## src/rtl/framebuffer_store_pkg.sv

```systemverilog
// Shared framebuffer geometry, RGB565 field positions, store FSM states and the
// pixel-to-RAM address mapping used by both the fetch and store sides.
package framebuffer_store_pkg;

    localparam int unsigned COLUMN_BITS_DEFAULT = 6;
    localparam int unsigned ROW_BITS_DEFAULT    = 4;
    localparam int unsigned AW_DEFAULT          = 1 + ROW_BITS_DEFAULT + COLUMN_BITS_DEFAULT;

    localparam int unsigned RGB565_R_MSB = 15;
    localparam int unsigned RGB565_R_LSB = 11;
    localparam int unsigned RGB565_G_MSB = 10;
    localparam int unsigned RGB565_G_LSB = 5;
    localparam int unsigned RGB565_B_MSB = 4;
    localparam int unsigned RGB565_B_LSB = 0;

    typedef enum logic [1:0] {
        ST_IDLE,
        ST_FIRST,
        ST_SECOND,
        ST_WRITE
    } store_state_t;

    function automatic int unsigned address_width(input int unsigned column_bits,
                                                  input int unsigned row_bits);
        return 1 + row_bits + column_bits;
    endfunction

    // Raster index {y, x} maps to {half, row, ~x}; y already equals {half, row},
    // so the mapping reduces to inverting the column field.
    function automatic logic [31:0] fb_address(input logic [31:0] pixel,
                                               input int unsigned column_bits);
        logic [31:0] col_mask;
        col_mask = (32'd1 << column_bits) - 32'd1;
        return pixel ^ col_mask;
    endfunction

endpackage

```

## src/rtl/framebuffer_byte_packer.sv

```systemverilog
// Packs two consecutive stream bytes into one RGB565 word; byte order set by
// HIGH_BYTE_FIRST. word_valid accompanies the second byte.
module framebuffer_byte_packer #(
    parameter int unsigned HIGH_BYTE_FIRST = 1
) (
    input  logic        clk_in,
    input  logic        reset,
    input  logic        clear,
    input  logic [7:0]  byte_in,
    input  logic        load_first,
    input  logic        load_second,
    output logic [15:0] word_out,
    output logic        word_valid
);

    logic [7:0] first_q;

    always_ff @(posedge clk_in or posedge reset) begin
        if (reset) begin
            first_q <= '0;
        end else if (clear) begin
            first_q <= '0;
        end else if (load_first) begin
            first_q <= byte_in;
        end
    end

    assign word_out   = (HIGH_BYTE_FIRST != 0) ? {first_q, byte_in} : {byte_in, first_q};
    assign word_valid = load_second;

endmodule

```

## src/rtl/framebuffer_store.sv

```systemverilog
// Write side of the dual-half framebuffer: packs the RGB565 byte stream into pixels
// and writes each to {half, row, ~column}, one frame per frame_start.
module framebuffer_store
    import framebuffer_store_pkg::*;
#(
    parameter int unsigned COLUMN_BITS     = COLUMN_BITS_DEFAULT,
    parameter int unsigned ROW_BITS        = ROW_BITS_DEFAULT,
    parameter int unsigned HIGH_BYTE_FIRST = 1,
    localparam int unsigned AW             = address_width(COLUMN_BITS, ROW_BITS)
) (
    input  logic          clk_in,
    input  logic          reset,
    input  logic          frame_start,
    input  logic [7:0]    byte_in,
    input  logic          byte_valid,
    output logic          byte_ready,
    output logic [AW-1:0] ram_address,
    output logic [15:0]   ram_data_out,
    output logic          ram_write_enable,
    output logic          ram_clk_enable,
    output logic          ram_reset,
    output logic          frame_done,
    output logic          overrun
);

    store_state_t  state, state_next;
    logic [AW-1:0] pixel_index;
    logic          load_first, load_second;
    logic [15:0]   packed_word;
    logic          packed_valid;
    logic          last_pixel;
    logic          overrun_set;

    framebuffer_byte_packer #(
        .HIGH_BYTE_FIRST(HIGH_BYTE_FIRST)
    ) u_packer (
        .clk_in     (clk_in),
        .reset      (reset),
        .clear      (frame_start),
        .byte_in    (byte_in),
        .load_first (load_first),
        .load_second(load_second),
        .word_out   (packed_word),
        .word_valid (packed_valid)
    );

    assign last_pixel       = (pixel_index == '1);
    assign ram_write_enable = (state == ST_WRITE);
    assign ram_clk_enable   = ram_write_enable;
    assign ram_reset        = reset;
    assign overrun_set      = (state != ST_IDLE) && byte_valid && !byte_ready && !frame_start;

    always_comb begin
        state_next  = state;
        byte_ready  = 1'b0;
        load_first  = 1'b0;
        load_second = 1'b0;
        case (state)
            ST_IDLE: ;
            ST_FIRST: begin
                byte_ready = 1'b1;
                if (byte_valid) begin
                    load_first = 1'b1;
                    state_next = ST_SECOND;
                end
            end
            ST_SECOND: begin
                byte_ready = 1'b1;
                if (byte_valid) begin
                    load_second = 1'b1;
                    state_next  = ST_WRITE;
                end
            end
            ST_WRITE: state_next = last_pixel ? ST_IDLE : ST_FIRST;
            default:  state_next = ST_IDLE;
        endcase
        // frame_start wins over any byte offered in the same cycle
        if (frame_start) begin
            state_next  = ST_FIRST;
            load_first  = 1'b0;
            load_second = 1'b0;
        end
    end

    always_ff @(posedge clk_in or posedge reset) begin
        if (reset) begin
            state        <= ST_IDLE;
            pixel_index  <= '0;
            ram_address  <= '0;
            ram_data_out <= '0;
            frame_done   <= 1'b0;
            overrun      <= 1'b0;
        end else begin
            state      <= state_next;
            frame_done <= (state == ST_WRITE) && last_pixel;
            if (packed_valid) begin
                ram_data_out <= packed_word;
                ram_address  <= AW'(fb_address(32'(pixel_index), COLUMN_BITS));
            end
            if (frame_start) begin
                pixel_index <= '0;
                overrun     <= 1'b0;
            end else begin
                if (state == ST_WRITE) begin
                    pixel_index <= last_pixel ? '0 : pixel_index + 1'b1;
                end
                if (overrun_set) begin
                    overrun <= 1'b1;
                end
            end
        end
    end

endmodule

```

## config.mk

```make
export PLATFORM = sky130hd
export DESIGN_NAME = framebuffer_store
export DESIGN_NICKNAME = d
export VERILOG_FILES = /design/src/rtl/framebuffer_store_pkg.sv /design/src/rtl/framebuffer_byte_packer.sv /design/src/rtl/framebuffer_store.sv
export SDC_FILE = /design/constraint.sdc
export NUM_CORES = 1
export LEC_CHECK = 0
export ABC_CLOCK_PERIOD_IN_PS = 2400
export CORE_AREA = 2 2 74 76
export CTS_BUF_LIST = sky130_fd_sc_hd__clkbuf_8
export CTS_CLUSTER_SIZE = 8
export DETAILED_ROUTE_END_ITERATION = 16
export DIE_AREA = 0 0 76 78
export DONT_BUFFER_PORTS = 1
export HOLD_SLACK_MARGIN = 0.05
export PLACE_DENSITY = 0.62
export SLEW_MARGIN = 30
export SYNTH_ARGS = -nofsm -noshare
export SYNTH_HDL_FRONTEND = slang
export SYNTH_SLANG_ARGS = --single-unit
```

## constraint.sdc

```tcl
create_clock -name clk_in -period 2.4 [get_ports clk_in]
set_clock_uncertainty 0.1 [all_clocks]
set_input_delay 0.24 -clock clk_in [delete_from_list [all_inputs] [get_ports clk_in]]
set_output_delay 0.24 -clock clk_in [all_outputs]
set_load 0.05 [all_outputs]
```

Word-level counts from Yosys, hierarchy flattened
Cells that the tools add are included.
W data, S select, Z words.
{"block": "totals", "output_inout_bits": 33, "mem_bits_ro": 0, "regBits": 50, "latch_bits": 0, "elab_cells": 46, "n_memories": 0, "in_bits": 12, "mem_bits_rw": 0}
{"block": "op_classes", "magnitude_cmp": 0, "div_mod_pow": 0, "mul": 0, "muxes": 18, "bitwise": 1, "add_sub_neg": 1, "eq_ne": 6, "shift": 0, "n_reduce_logical": 13}
{"operator": "$mux W11", "count": 3}
{"operator": "$mux W8", "count": 2}
{"operator": "$add A11 B1 Y11 const B", "count": 1}
{"operator": "$eq A11 B11 Y1 const B", "count": 1}
{"operator": "$mux W1", "count": 9}
{"operator": "$reduce_bool A2 Y1", "count": 4}
{"operator": "$mux W2", "count": 3}
{"operator": "$ne A3 B3 Y1 const B", "count": 2}
{"operator": "$not A6 Y6", "count": 1}
{"operator": "$pmux W2 S3", "count": 1}
{"operator": "$eq A2 B2 Y1 const B", "count": 2}
{"operator": "$logic_and A1 B1 Y1", "count": 4}
{"operator": "$reduce_bool A4 Y1", "count": 1}
{"operator": "$reduce_and A3 Y1", "count": 1}
{"operator": "$eq A2 B1 Y1 const B", "count": 1}
{"operator": "$logic_not A1 Y1", "count": 2}
{"operator": "$reduce_or A2 Y1", "count": 1}

Depth between registers and ports, before layout
Gate-level depths: netlist (run 1).
{"block": "logic_depth", "word_depth": 8, "mapped_depth": 6, "ltp_nobuf": 5}

By module
From an unflattened synthesis (run 1), not the netlist that was laid out.
{"block": "hier_totals", "cells_unflattened": 187, "area_unflattened_um2": 2294.7}
{"module": "framebuffer_store", "area_per_inst_um2": 1898.1, "seq_area_each_um2": 1051.0, "n_inst": 1, "cells_per_inst": 151}
{"module": "framebuffer_byte_packer", "area_per_inst_um2": 396.6, "seq_area_each_um2": 200.2, "n_inst": 1, "cells_per_inst": 36}

Worst setup path before layout (run 1)
OpenSTA, ideal clock, no wires.
{"block": "synth_path", "path_kind": "reg-to-reg", "startpoint": "reg state[0]", "endpoint": "reg pixel_index[10]", "path_buffers": 1, "setup_slack_ns": 0.291, "setup_time_ns": 0.128, "stages_incl_launch_ff": 6, "t_required_ns": 2.172, "arrival_ns": 1.881, "synth_period_minus_slack_ns": 2.109, "path_cell_list": "dfrtp_1 -> ha_1 -> buf_2 -> nand2_1 -> nor4_1 -> mux2_1"}
{"block": "synth_between", "elab_chain_len": 2}
{"item": "from (decl)", "line_no": "framebuffer_store.sv:26", "text": "store_state_t state, state_next;"}
{"item": "from (signal assigned)", "line_no": "framebuffer_store.sv:94", "text": "state <= state_next;"}
{"item": "$eq A2 B2 Y1"}
{"item": "named net ram_clk_enable", "line_no": "framebuffer_store.sv:20", "text": "output logic ram_clk_enable,"}
{"item": "$reduce_bool A2 Y1 (no line)"}
{"item": "to (signal assigned)", "line_no": "framebuffer_store.sv:105", "text": "pixel_index <= last_pixel ? '0 : pixel_index + 1'b1;"}
{"item": "to (decl)", "line_no": "framebuffer_store.sv:27", "text": "logic [AW-1:0] pixel_index;"}
The timed path passes the listed nets, and every way through them passes these cells.
A chain may end at the register's enable or synchronous reset.

Worst setup path after layout (run 1)
{"block": "layout_path", "startpoint": "reg state[1]", "endpoint": "reg u_packer.first_q[3]"}
{"block": "layout_between", "elab_chain_len": 4}
{"item": "$eq A2 B1 Y1", "line_no": "framebuffer_store.sv:58", "text": "case (state)"}
{"item": "$mux W1", "line_no": "framebuffer_store.sv:58"}
{"item": "$mux W1", "line_no": "framebuffer_store.sv:78", "text": "if (frame_start) begin"}
{"item": "$reduce_bool A2 Y1 (no line)"}
{"item": "to (signal assigned)", "line_no": "framebuffer_byte_packer.sv:24", "text": "first_q <= byte_in;"}
{"item": "to (decl)", "line_no": "framebuffer_byte_packer.sv:16", "text": "logic [7:0] first_q;"}
Every way passes these cells.

==> results.md, run 1 <==
- Final core area utilization: 50.8%
- Status: finished, final reports clean
- Post-detailed-route count of antenna-violating nets: 0
- First-pass GRT wire length: 7400 um
- Minimum clock period: 2.07 ns
- Commonest non-fill, non-tap cell in the layout: dfrtp_1
- I/O Buffers: 0
- Synth top area share: 56.7%
- Synthesized Nets: 214
- Hold endpoint: pixel_index[10]
- Die width: 76 um
- Core Footprint: 5040 um2
- CTS max path bufs: 2
- Hold violation count in the final report: 0
- Worst setup EP type: flip-flop
- Cell repeated most along the worst path: nand2_1
- Synthesized area: 2210 um2
- Capture point of the worst reg-to-reg path: u_packer.first_q[3]
- RSZ-0062 raised after global routing: no
- Post-synthesis async set-or-reset flop share: 100%
- Maximum Capacitance Violations: 0
- Final setup violating endpoints: 0
- CP max FO: 11
- Ys Warns: 0
- N_diodes: 0
- Cells after synthesis: a little under 200
- CTS tree: done
- H-tree Lvls: 2
- Vias: 1509
- # Post-CTS Setup Buffers: 0
- Setup slack, reg-to-reg: 0.33 ns
- Global route overflow: 0
- Clock Latency Late Sink: roughly 0.3 ns
- Ordered cell list for the critical path: inv_1 > ha_2 > nand2_1 > nand2_1 > a21oi_1 > dlygate4sd3_1
- Max Freq: 0.483 GHz
- CP Launch Type: flip-flop
- Syn_area_per_cell: ~11 um2
- Total CTS buffers: 5
- Initial antenna violation count: 0
- Hold Crit Class: input pin to flip-flop
- Largest net degree at the start of global routing: 35
- Beginning of the worst hold path: frame_start
- # DRC: 0
- Peak supply drop: 0.000450 V
- P&R area growth vs syn: 16.0%
- Root buffer cell: clkbuf_8
- R2r startpoint: state[1]
- Arrival time worst endpoint: 2.16 ns
- HPWL after detailed placement: 2840 um
- Die Y: 78 um
- Leakage: 1.15 nW
- Slowest CP cell: dlygate4sd3_1
- All-Layer GR Usage: 15.8%
- Vias per cell: 5.26
- Slew Limit Fails: 0
- CP Class: flip-flop to flip-flop
- PwrDens: ~1100 nW/um2
- Drt total wl: roughly 4300 um
- Distinct cells, synth: 34
- Reg2reg path depth: 6
- Most frequent cells in the layout: 50 x dfrtp_1, 23 x nand2_1, 21 x mux2_2, 19 x dlygate4sd3_1
- Synthesized flop and latch total: 50
- Seq/Total Area, Yosys: 56.7%
- Area leader, netlist: dfrtp_1
- Tcrit/Tclk final: 86.3%
- WP buf/inv: 2
- Delay-heaviest family, CP: buffers and inverters
- Prevailing post-synth register cell: dfrtp_1
- Post-synth EDFFs: 0
- Initial Utilization: 43.8%
- Layout cell share with drive strength beyond 1: roughly 18%
- Top cells by area, synth: dfrtp_1 57%, mux2_2 11%, nand2_1 3.9%
- Setup TNS: 0 ns
- Final Wtd Congestion: 0.728
- WL per Instance: 14.9 um
- Row cnt: 26
- TritonCTS sink count: 50
- Worst hold path depth: 2
- Worst-margin pin slew: 0.762 ns
- Rel. slew slack: 49.0%
- WP data required: 2.49 ns
- Drt first pass iters: 4
- Crit-path max cell delay: 0.60 ns
- # nets final: approximately 230
- Num ports: 45
- Vias in the first global route: 1504
- Die area: just under 6000 um2
- First DRT Iteration DRCs: 61
- Clock Pin Slew Worst Setup and Hold Paths: 0.09 ns
-- sequential cells by signal (all words and copies together) (netlist names) --
register,flops
ram_data_out,16
pixel_index,11
ram_address,11
u_packer.first_q,8
state,2
frame_done,1
overrun,1
-- per-layer routing --
layer  vias up  global-route usage (%)  share of wire [%]
li1        732                       -                  -
met2        31                    25.8                 49
met4         0                    6.55                1.8
met3         6                    5.58                5.2
met5         -                       0                  0
met1       740                    19.3                 44
-- area by class of cell --
cell class | count | area (um2)
fill | 464 | 2480
tap | 70 | 87.6
multi-input combinational | 129 | 880
clock inverter | 2 | 12.5
inverter | 7 | 26.3
sequential | 50 | 1250
timing repair buffer | 23 | 220
clock buffer | 6 | 82.6
-- kinds of logic (layout without fill, tap and decap cells) --
logic type	Yosys count	after routing	share of synthesized area (%)
AND/OR/NAND/NOR	64	64	15.2
AO/OA/AOI/OAI	35	35	9.24
XOR/XNOR	3	3	1.19
adder cells (fa/ha/maj)	5	5	2.83
multiplexers	22	22	11.2
buffers and inverters	18	38	3.57
flip-flops	50	50	56.7
-- power breakdown --
part	internal [mW]	total, mW	switching (mW)
combinational	0.274	0.649	0.375
clock	0.232	0.500	0.268
sequential	1.04	1.79	0.747
-- timing repair --
item | 4_1_cts | 5_1_grt
endpoints found under the setup margin | 0 | 1
hold buffers | 19 | 0
endpoints found under the hold margin | 57 | 0
gates resized for setup | 0 | 1
-- worst max-delay path by stage --
stage / cells past startpoint / end / from
6_report: 6 / u_packer.first_q[3] / state[1]
5_1_grt: 6 / u_packer.first_q[3] / state[1]
4_1_cts: 6 / u_packer.first_q[3] / state[1]
3_5_place_dp: 4 / pixel_index[9] / state[1]
3_3_place_gp: 4 / pixel_index[9] / state[0]
2_1_floorplan: 5 / pixel_index[10] / state[0]
-- synthesized netlist by cell type (2+ instances only) --
cell      instances
dfrtp_1          50
nand2_1          23
mux2_2           21
a21oi_1          11
nand3_1          11
nor2_1            9
o21ai_0           9
inv_1             7
clkbuf_1          6
ha_1              5
a31oi_1           3
buf_2             3
nand4_1           3
nor3_1            3
nor4_1            3
o21ai_1           3
or4_1             3
xor2_1            3
buf_4             2
nand4_2           2
nor2b_1           2
o211ai_1          2
o31ai_1           2
-- per-stage QoR --
step           hold slack, ns  cell area [um2]  std cells  setup slack, ns  total power, mW
6_report               0.0690             2560        287            0.329             2.94
5_1_grt                0.0806             2560        287            0.174             3.10
4_1_cts                0.0626             2560        287            0.206             2.97
3_5_place_dp            0.153             2270        260            0.486             2.41
3_3_place_gp            0.155             2270        260            0.511             2.39
2_1_floorplan           0.282             2210        197            0.291             2.28
Note: power is estimated with default switching activity, not from simulation.
==> run 2: changes to the inputs <==
--- a/config.mk
+++ b/config.mk
@@ -6,14 +6,14 @@
 export NUM_CORES = 1
 export LEC_CHECK = 0
 export ABC_CLOCK_PERIOD_IN_PS = 2400
-export CORE_AREA = 2 2 74 76
+export CORE_AREA = 2 2 72 74
 export CTS_BUF_LIST = sky130_fd_sc_hd__clkbuf_8
 export CTS_CLUSTER_SIZE = 8
 export DETAILED_ROUTE_END_ITERATION = 16
-export DIE_AREA = 0 0 76 78
+export DIE_AREA = 0 0 74 76
 export DONT_BUFFER_PORTS = 1
 export HOLD_SLACK_MARGIN = 0.05
-export PLACE_DENSITY = 0.62
+export PLACE_DENSITY = 0.64
 export SLEW_MARGIN = 30
 export SYNTH_ARGS = -nofsm -noshare
 export SYNTH_HDL_FRONTEND = slang
==> run 2 against run 1 <==
Effect of this change: largest power group unchanged; flip-flop and latch count is the same; clock-buffer cell count fell by 1; register-to-register slack improved by 0.13 ns; worst setup slack gained 0.13 ns.
==> results.md, run 2 (synthesized netlist as in run 1, its figures left out) <==
- Psw: 1.41 mW
- H-tree Lvls: 2
- # DRC: 0
- Num ports: 45
- Status: finished, final reports clean
- Logic pwr share: between 20% and 30%
- CP Launch Type: flip-flop
- CP max FO: 11
- Setup TNS: 0 ns
- First DRT Iteration DRCs: around 120
- # Post-CTS Setup Buffers: 0
- Hold_buf cts: 15
- Die Y: about 76 um
- PwrDens: 1160 nW/um2
- Flop pwr share: 61.6%
- Leakage: 1.13 nW
- Row cnt: 26
- CTS tree: done
- N_diodes: 0
- Vias: 1522
- # nets final: 229
- Largest register FFs: 16
- Drt first pass iters: 4
- Initial Utilization: 44.9%
- TritonCTS sink count: 50
- Vias per cell: 5.40
- Placed cell count: 260
- Peak supply drop: 0.000474 V
- Post-CTS sizing: 0
- Drt total wl: about 4500 um
- Switching share of power: 48.6%
- Layout cell share with drive strength beyond 1: 17.5%
- Core Footprint: just under 5000 um2
- Non-Filler Instances: 282
- Clock Pin Slew Worst Setup and Hold Paths: roughly 0.090 ns
- Post-detailed-route count of antenna-violating nets: 0
- P&R area growth vs syn: 13.5%
- Global route overflow: 0
- HPWL after detailed placement: 2850 um
- Slew Limit Fails: 0
- CTS max path bufs: 2
- Final Wtd Congestion: 0.788
- Maximum Capacitance Violations: 0
- Hold violation count in the final report: 0
- Largest net degree at the start of global routing: 35
- Clock Latency Late Sink: 0.31 ns
- Minimum clock period: 1.94 ns
- Final setup violating endpoints: 0
- Worst-margin pin slew: 0.837 ns
- Vias in the first global route: 1541
- Commonest non-fill, non-tap cell in the layout: dfrtp_1
- Total CTS buffers: 5
- Most frequent cells in the layout: 50 x dfrtp_1, 23 x nand2_1, 21 x mux2_2, 15 x dlygate4sd3_1
- Clock share of power: 16.5%
- Most flop-heavy register: ram_data_out
- CP Class: flip-flop to flip-flop
- All-Layer GR Usage: 17.6%
- Hold Crit Class: input pin to flip-flop
- Max Freq: 0.515 GHz
- FILL cells: 440
- Rel. slew slack: 44.0%
- Root buffer cell: clkbuf_8
- First-pass GRT wire length: 7710 um
- Initial antenna violation count: 0
- WL per Instance: approximately 16 um
- Worst setup EP type: flip-flop
- WP data required: between 2 and 3 ns
- Die width: 74 um
- Pint: about 1.5 mW
- RSZ-0062 raised after global routing: no
- I/O Buffers: 0
- Top Registers: ram_data_out x16, pixel_index x11, ram_address x11
- Arrival time worst endpoint: between 2 and 2.5 ns
- Die area: 5620 um2
- Tcrit/Tclk final: 81.0%
[run 2: metal layers]
layer | global-route usage, % | vias up | share of wire (%)
li1 | - | 728 | -
met1 | 24.9 | 751 | 46
met2 | 26.0 | 36 | 47
met3 | 5.42 | 7 | 5.5
met4 | 5.45 | 0 | 1.4
met5 | 0 | - | 0
[run 2: layout make-up]
type,count,area (um2),share of cell area (%)
clock buffers,5,68.8,2.75
clock inverters,2,15.0,0.599
inverters,7,26.3,1.05
multi-input cells,129,877,35.0
flip-flops and latches,50,1250,49.9
well taps,70,87.6,3.49
repair buffers,19,180,7.19
[run 2: final timing paths]
path / start / endpoint / slack, ns / cells past startpoint
max: state[1] / u_packer.first_q[4] / 0.46 / 5
min: frame_start / pixel_index[10] / 0.07 / 2
max reg2reg: state[1] / u_packer.first_q[4] / 0.46 / 5
min reg2reg: u_packer.first_q[3] / ram_data_out[11] / 0.41 / 1
max in group asynchronous: reset / pixel_index[0] / 1.28 / 3
min in group asynchronous: reset / ram_data_out[15] / 0.33 / 2
[run 2: per-stage QoR]
step / util [%] / instance area, um2 / total power [mW] / hold WS, ns / worst slack, ns
detailed placement: 46.3 / 2270 / 2.42 / 0.100 / 0.517
CTS: 51.0 / 2510 / 2.93 / 0.0637 / 0.455
finish: 51.0 / 2510 / 2.91 / 0.0678 / 0.457
global route: 51.0 / 2510 / 3.08 / 0.0729 / 0.304
floorplan: - / 2210 / 2.28 / 0.282 / 0.291
global placement: 46.3 / 2270 / 2.39 / 0.0993 / 0.579
[run 2: power groups by stage]
stage	Combinational (mW)	Sequential (mW)	Clock, mW
after detailed placement	0.601	1.82	0
after global routing	0.712	1.83	0.540
after global placement	0.586	1.80	0
after CTS	0.643	1.80	0.494
final	0.638	1.79	0.482
after floorplan	0.516	1.76	0
[run 2: critical path, stage by stage, from the launching register on]
cell and delay, ns:
dfrtp_1 0.43, inv_1 0.10, ha_1 0.42, nand3_1 0.12, dlygate4sd3_1 0.58, a21oi_1 0.12
